<file path="src/rtl/addr_seq_pkg.sv">
// Shared types and helpers for the digit-buffer address sequencers.
// Consumers: addr_seq_next, addr_seq_counter and the read-side sequencer.
package addr_seq_pkg;

    typedef enum logic [1:0] {
        ST_INIT = 2'd0,
        ST_RUN  = 2'd1,
        ST_DONE = 2'd2
    } state_e;

    localparam logic DIR_UP   = 1'b0;
    localparam logic DIR_DOWN = 1'b1;

    // Loads may carry any WIDTH-bit value; anything past the buffer end pins to the last address.
    function automatic int unsigned clip_addr(input int unsigned value, input int unsigned depth);
        return (value > depth - 1) ? depth - 1 : value;
    endfunction

endpackage

</file>
<file path="src/rtl/addr_seq_counter_if.sv">
// Control/status bundle between the datapath controller (master) and one
// address sequencer (slave).
interface addr_seq_counter_if #(
    parameter int WIDTH = 9
);
    logic             enable;
    logic             write_enable;
    logic             dir;
    logic             load;
    logic [WIDTH-1:0] load_val;
    logic [WIDTH-1:0] cnt;
    logic             tc;
    logic             done;
    logic             wrap;

    modport master (
        output enable, write_enable, dir, load, load_val,
        input  cnt, tc, done, wrap
    );

    modport slave (
        input  enable, write_enable, dir, load, load_val,
        output cnt, tc, done, wrap
    );
endinterface

</file>
<file path="src/rtl/addr_seq_next.sv">
// Combinational next-address step: terminal detection and the address that
// follows an advance, including the wrap target when already at the range end.
module addr_seq_next
    import addr_seq_pkg::*;
#(
    parameter int WIDTH = 9,
    parameter int DEPTH = 512
) (
    input  logic [WIDTH-1:0] cnt,
    input  logic             dir,
    output logic [WIDTH-1:0] next_cnt,
    output logic             at_tc
);
    localparam logic [WIDTH-1:0] MAX_ADDR = WIDTH'(DEPTH - 1);

    always_comb begin
        at_tc    = 1'b0;
        next_cnt = cnt;
        if (dir == DIR_DOWN) begin
            at_tc    = (cnt == '0);
            next_cnt = at_tc ? MAX_ADDR : cnt - WIDTH'(1);
        end else begin
            at_tc    = (cnt == MAX_ADDR);
            next_cnt = at_tc ? '0 : cnt + WIDTH'(1);
        end
    end
endmodule

</file>
<file path="src/rtl/addr_seq_counter.sv">
// Write-side buffer address sequencer: INIT/RUN/DONE control around addr_seq_next.
// Define ADDR_SEQ_WRAP_EN to wrap at the range end instead of stopping in DONE.
module addr_seq_counter
    import addr_seq_pkg::*;
#(
    parameter int WIDTH = 9,
    parameter int DEPTH = 512
) (
    input  logic               clk,
    input  logic               rst,
    addr_seq_counter_if.slave  bus
);
    if ((DEPTH < 2) || (64'(DEPTH) > (64'd1 << WIDTH))) begin : g_bad_depth
        $error("addr_seq_counter: DEPTH must satisfy 2 <= DEPTH <= 2**WIDTH");
    end

    state_e           state_q, state_d;
    logic [WIDTH-1:0] cnt_q, cnt_d;
    logic             wrap_q, wrap_d;

    logic [WIDTH-1:0] next_cnt;
    logic             at_tc;
    logic [WIDTH-1:0] load_clip;
    logic             advance;

    addr_seq_next #(
        .WIDTH (WIDTH),
        .DEPTH (DEPTH)
    ) u_next (
        .cnt      (cnt_q),
        .dir      (bus.dir),
        .next_cnt (next_cnt),
        .at_tc    (at_tc)
    );

    assign advance   = bus.enable && bus.write_enable;
    assign load_clip = WIDTH'(clip_addr(32'(bus.load_val), DEPTH));

    always_comb begin
        state_d = state_q;
        cnt_d   = cnt_q;
        wrap_d  = 1'b0;
        case (state_q)
            // One dead cycle after reset so the first two address cycles both read 0.
            ST_INIT: begin
                state_d = ST_RUN;
                cnt_d   = '0;
            end
            ST_RUN: begin
                if (bus.load) begin
                    cnt_d = load_clip;
                end else if (advance) begin
                    if (!at_tc) begin
                        cnt_d = next_cnt;
                    end else begin
`ifdef ADDR_SEQ_WRAP_EN
                        cnt_d  = next_cnt;
                        wrap_d = 1'b1;
`else
                        state_d = ST_DONE;
`endif
                    end
                end
            end
            ST_DONE: begin
                if (bus.load) begin
                    cnt_d   = load_clip;
                    state_d = ST_RUN;
                end
            end
            default: begin
                state_d = ST_INIT;
                cnt_d   = '0;
            end
        endcase
    end

    always_ff @(posedge clk) begin
        if (rst) begin
            state_q <= ST_INIT;
            cnt_q   <= '0;
            wrap_q  <= 1'b0;
        end else begin
            state_q <= state_d;
            cnt_q   <= cnt_d;
            wrap_q  <= wrap_d;
        end
    end

    assign bus.cnt  = cnt_q;
    assign bus.tc   = at_tc;
    assign bus.wrap = wrap_q;
`ifdef ADDR_SEQ_WRAP_EN
    assign bus.done = 1'b0;
`else
    assign bus.done = (state_q == ST_DONE);
`endif

endmodule

</file>
<file path="src/flat_wrapper.sv">
// flat-port wrapper written by rule: the top's interface ports become plain ports
module addr_seq_counter_flat import addr_seq_pkg::*;
#(
    parameter int WIDTH = 9,
    parameter int DEPTH = 512
)
  (clk, rst, bus_enable, bus_write_enable, bus_dir, bus_load, bus_load_val, bus_cnt, bus_tc, bus_done, bus_wrap);
  addr_seq_counter_if #(.WIDTH(WIDTH)) bus_i ();
  input  logic clk;
  input  logic rst;
  input wire logic [$bits(bus_i.enable)-1:0] bus_enable;
  input wire logic [$bits(bus_i.write_enable)-1:0] bus_write_enable;
  input wire logic [$bits(bus_i.dir)-1:0] bus_dir;
  input wire logic [$bits(bus_i.load)-1:0] bus_load;
  input wire logic [$bits(bus_i.load_val)-1:0] bus_load_val;
  output wire logic [$bits(bus_i.cnt)-1:0] bus_cnt;
  output wire logic [$bits(bus_i.tc)-1:0] bus_tc;
  output wire logic [$bits(bus_i.done)-1:0] bus_done;
  output wire logic [$bits(bus_i.wrap)-1:0] bus_wrap;
  assign bus_i.enable = bus_enable;
  assign bus_i.write_enable = bus_write_enable;
  assign bus_i.dir = bus_dir;
  assign bus_i.load = bus_load;
  assign bus_i.load_val = bus_load_val;
  assign bus_cnt = bus_i.cnt;
  assign bus_tc = bus_i.tc;
  assign bus_done = bus_i.done;
  assign bus_wrap = bus_i.wrap;
  addr_seq_counter #(.WIDTH(WIDTH), .DEPTH(DEPTH)) u_core (.clk(clk), .rst(rst), .bus(bus_i));
endmodule
</file>
<file path="config.mk">
export PLATFORM = sky130hd
export DESIGN_NAME = addr_seq_counter_flat
export DESIGN_NICKNAME = d
export VERILOG_FILES = /design/src/rtl/addr_seq_pkg.sv /design/src/rtl/addr_seq_counter_if.sv /design/src/rtl/addr_seq_next.sv /design/src/rtl/addr_seq_counter.sv /design/src/flat_wrapper.sv
export SDC_FILE = /design/constraint.sdc
export NUM_CORES = 1
export LEC_CHECK = 0
export BUFFER_PORTS_ARGS = -buffer_cell sky130_fd_sc_hd__buf_2
export CAP_MARGIN = 10
export CORE_UTILIZATION = 57
export DETAILED_ROUTE_END_ITERATION = 8
export GPL_TIMING_DRIVEN = 0
export PLACE_DENSITY = 0.84
export RECOVER_POWER = 100
export SYNTH_ARGS = -nofsm -noshare
export SYNTH_HDL_FRONTEND = slang
export SYNTH_SLANG_ARGS = --single-unit
</file>
<file path="constraint.sdc">
create_clock -name clk -period 5.2 [get_ports clk]
set_clock_uncertainty 0.2 [all_clocks]
set_input_delay 0.78 -clock clk [delete_from_list [all_inputs] [get_ports clk]]
set_output_delay 0.78 -clock clk [all_outputs]
set_load 0.01 [all_outputs]
</file>
Word level (Yosys, flattened, before mapping). Index checks and enable logic that the tools add are counted.

Output and inout bits: 12. Input bits: 15. Word-level logic and storage cells: 32. Bits in registers: 11.

Reductions and logical operators: 5. Multiplexer cells: 14. Equal/unequal tests: 9. Add/sub/neg operators: 2.

Operators with widths (count): 2-to-1 mux 9 bit (7); case mux 9 bit (2 select lines) (1); adder 9 x 1 -> 9 bit, second input constant (1); equality test 9 bit, second input constant (1); zero test 9 bit (1); subtractor 9 x 1 -> 9 bit, second input constant (1); 2-to-1 mux 2 bit (4); case mux 2 bit (3 select lines) (1); inequality test 2 x 1 -> 1 bit, second input constant (2); inequality test 2 bit, second input constant (2); AND reduction 4 bit (1); inequality test 3 x 2 -> 1 bit, second input constant (1); inequality test 3 bit, second input constant (1); AND reduction 3 bit (1); equality test 2 x 1 -> 1 bit, second input constant (1); equality test 2 bit, second input constant (1); zero test 2 bit (1); logical AND 1 bit (1); 2-to-1 mux 1 bit (1).

Logic depth before layout (Yosys ltp).
Depth after elaboration: 7. Depth in mapped cells: 11. Mapped depth without buffers: 10.

Modules after synthesis. From an unflattened synthesis, not the netlist that was laid out.

Cells, all modules: 149. Area total of the unflattened synthesis: 1231.2 um2.

Modules (own cells, without submodules): addr_seq_counter (cells each 75, area an instance 732.0 um2, seq. area each 220.2 um2, times used 1); addr_seq_next (cells each 74, area an instance 499.2 um2, seq. area each 0.0 um2, times used 1).

Worst setup path before layout. Ideal clock, no wire load.

Path kind: register -> output. Start point: register u_core.cnt_q[2], in the netlist u_core.bus.cnt[2]. End point: output bus_tc. Required time: 4.220 ns. Stages on the path, launching flop included: 9. Path buffers: 1. Arrival: 1.807 ns. Slack: 2.413 ns. Path through: dfxtp_1 > clkbuf_1 > nand3_1 > nor2_1 > and3_1 > ha_1 > nor2b_1 > a31oi_4 > inv_1.

Longest elaborated chain between the ends: 2. Elaborated cells between the ends (all ways): 3. Classes of those cells: eq/ne (1); mux (1); reduce/logical (1).

Ends and longest elaborated chain: from (decl) (line addr_seq_counter.sv:18) `logic [WIDTH-1:0] cnt_q, cnt_d;`; from (signal assigned) (line addr_seq_counter.sv:85) `cnt_q <= cnt_d;`; equality test 9 bit / zero test 9 bit (equally long branches) (line addr_seq_next.sv:23, addr_seq_next.sv:20); 2-to-1 mux 1 bit (*) (line addr_seq_next.sv:19) `if (dir == DIR_DOWN) begin`; to (decl) (line flat_wrapper.sv:17) `output wire logic [$bits(bus_i.tc)-1:0] bus_tc;`.

Every way passes the cells marked *; elsewhere a longest branch is shown, timed or not.

Worst setup path in the final report.
Start point: register u_core.cnt_q[2], in the netlist u_core.bus.cnt[2]. End point: register u_core.cnt_q[0], in the netlist u_core.bus.cnt[0].

Longest elaborated chain between the ends: 7. Elaborated cells between the ends (all ways): 12. Classes of those cells: eq/ne (2); mux (8); reduce/logical (2).

Ends and longest elaborated chain: equality test 9 bit / zero test 9 bit (equally long branches) (line addr_seq_next.sv:23, addr_seq_next.sv:20); 2-to-1 mux 9 bit, on equally long branches (line addr_seq_next.sv:24, addr_seq_next.sv:21); 2-to-1 mux 9 bit (line addr_seq_next.sv:19); 2-to-1 mux 9 bit (line addr_seq_counter.sv:53) `if (!at_tc) begin`; 2-to-1 mux 9 bit (line addr_seq_counter.sv:52) `end else if (advance) begin`; 2-to-1 mux 9 bit (line addr_seq_counter.sv:50) `if (bus.load) begin`; case mux 9 bit (2 select lines) (line addr_seq_counter.sv:43) `case (state_q)`.

Parallel ways exist; a longest one is shown, timed or not. The select of a mux whose other input is x is not followed. A chain may end at the register's enable or synchronous reset.

==> reports/summary.txt <==
GRT busiest layer = met2
Synth area leaders = dfxtp_1, ha_1, a21oi_1
Layout cell share with drive strength beyond 1 = 17.4%
Post-synth EDFFs = 0
Slew HR = 37.2%
Core area = 0.00194 mm²
DRC = 0
Clock root buffer = clkbuf_4
Crit path cell chain = clkbuf_1 -> nand3_1 -> nor2_1 -> and3_1 -> ha_1 -> nor2b_1 -> a31oi_1 -> a211oi_1 -> clkbuf_1 -> nand2_1 -> a21oi_1
Most used DFF post-synth = dfxtp_1
Arr. time, crit path = 3.77 ns
Largest fanout on the critical path = 10
Router iterations before antenna repair = 4
CTS tree = yes
VDD IR max = 0.000260 V
WL final = 3080 µm
WP data required = 5.20 ns
Final net count = 196
Post-synth design cell area = 0.00117 mm²
Total power = 414 µW
Total grt overflow = 0
Die Ht = 47.3 µm
First-pass GRT wire length = 4840 µm
Routed Antenna Nets = 0
CTS Sinks = 11
IO Count = 27
Count of cell types in the netlist = 54
Maximum clock rate = 265 MHz
Number of max-cap violations = 0
Die area = 0.00223 mm²
Syn nets = 168
Register area share after synthesis = 18.9%
Synth warnings = 0
Period utilization = 72.6%
Hold crit path type = reg -> reg
Core Util, Final = 66.4%
Max-slew violation count = 0
Clock latency on the worst-skew pair = 0.27 ns
DIE WIDTH = 47.3 µm
Most common cell in the netlist = dfxtp_1
Final hold vios = 0
Outcome = finished, final reports clean
CP most frequent cell = clkbuf_1
Hpwl dp = 2390 µm
DR vias/cell = 6.44
Grt met3 use = 1.92%
Critical path class = reg -> reg
Antenna violations before repair = 0
Resized cells post-CTS = 0
Leading cell types by count after synthesis = dfxtp_1, a21oi_1, nand2_1
Row Count = 16
Leak Pwr = 0.000509 µW
Clock slew at reported path FFs = 0.07 ns
Worst setup EP type = register
Avg Cell Area, Syn = 8.05 µm²
Initial core utilization = 60.1%
DR vias = 1,281
Synth Instances = 145
Top cell type's share of synthesized area = 18.9%
GRT Total Usage = 30.2%
Fin crit period = 3.78 ns
Synth area leader = dfxtp_1
FF+latch count, synth = 11
Setup_tns = 0 ns
Async set-reset flop share out of synthesis = 0%
Met1 usage = 45.3%
Cells on worst reg2reg path = 11
Cts bufs inserted = 3
RSZ-0062 raised after global routing = no
Max clock buf depth = 2
Number of global-route vias before repair = 1,058
Worst setup SP type = register
Clock H-tree levels = 1
Wire per inst = 15.5 µm
Hold_buf cts = 0
Crit path largest cell delay = 0.80 ns
Min-Delay Path Depth = 1
Number of port buffers = 23
ANT cells = 0
Setup bufs post-CTS = 0
Final Setup Violations = 0
Critical Path Slowest Stage Cell = a211oi_1
DR iter-0 viols = 68
GR Layer Usage met2 = 48.2%
Tightest Pin Transition = 0.937 ns
Largest net degree at the start of global routing = 11
Placer Congestion = 0.897
Area Overhead vs Synth = 10.5%
Power Dens Cells = 321 mW/mm²
per-stage QoR:
step	hold slack [ns]	setup WS, ns	std cells	area [µm²]
floorplan	0.308	2.41	145	1170
finish	0.364	1.42	199	1290
global placement	0.319	2.15	195	1320
CTS	0.361	1.75	199	1340
detailed placement	0.346	2.06	195	1320
global route	0.387	1.17	199	1290
layout make-up:
type,instances,area (µm²)
well taps,27,33.8
repair buffers,23,101
fillers,177,652
plain buffers,9,50.0
flip-flops and latches,11,220
inverters,9,33.8
multi-input cells,116,825
clock buffers,4,26.3
worst paths after layout:
check | start | to | slack [ns]
setup / recovery | u_core.bus.cnt[2] | u_core.bus.cnt[0] | 1.42
hold / removal | u_core.state_q[0] | u_core.state_q[0] | 0.36
setup reg to reg | u_core.bus.cnt[2] | u_core.bus.cnt[0] | 1.42
hold reg to reg | u_core.state_q[0] | u_core.state_q[0] | 0.36
per-layer routing:
layer,wire [µm],vias up
met5,0,-
met2,1510,54
met1,1390,623
met4,18,0
li1,-,599
met3,160,5
where the power goes:
part,switching (µW),leakage (µW),internal (µW)
combinational,133,0.000405,103
clock,28.0,0.0000150,29.7
sequential,21.4,0.0000896,97.8
cell families after synthesis:
family                   after synthesis  share of synthesized area, %
other                                  1                         0.321
XOR/XNOR                               4                          3.00
adder cells (fa/ha/maj)                8                          8.57
flip-flops                            11                          18.9
buffers and inverters                 18                          7.82
AND/OR/NAND/NOR                       53                          28.1
AO/OA/AOI/OAI                         49                          32.4
multiplexers                           1                         0.965
flip-flops by register name, summed over array words and instances, names as in the netlist:
register / count
u_core.bus.cnt: 9
u_core.state_q: 2
worst max-delay path: cells and delay by family, from the launching register on:
kind,cells,cell delay (ns)
compound gates,3,1.09
simple gates,5,0.95
buf+inv,2,0.81
flops,1,0.48
fa+ha+maj,1,0.18
cells in the final DEF, fill, tap and decap left out, types with 3 or more instances in the layout:
cell type  count
inv_1          8
xnor2_1        3
ha_1           8
nor2b_1        4
a221oi_1       3
a31oi_1        3
nand3b_1       3
a21oi_1       11
clkbuf_1      17
buf_2         13
nor4_1         3
a22oi_1        3
nand3_1        5
nor2_1         7
clkbuf_4       3
nand2_1       10
nor3_1         6
dfxtp_1       11
nor3b_1        3
o21ai_0        8
Power figures use the tool's default switching activity.
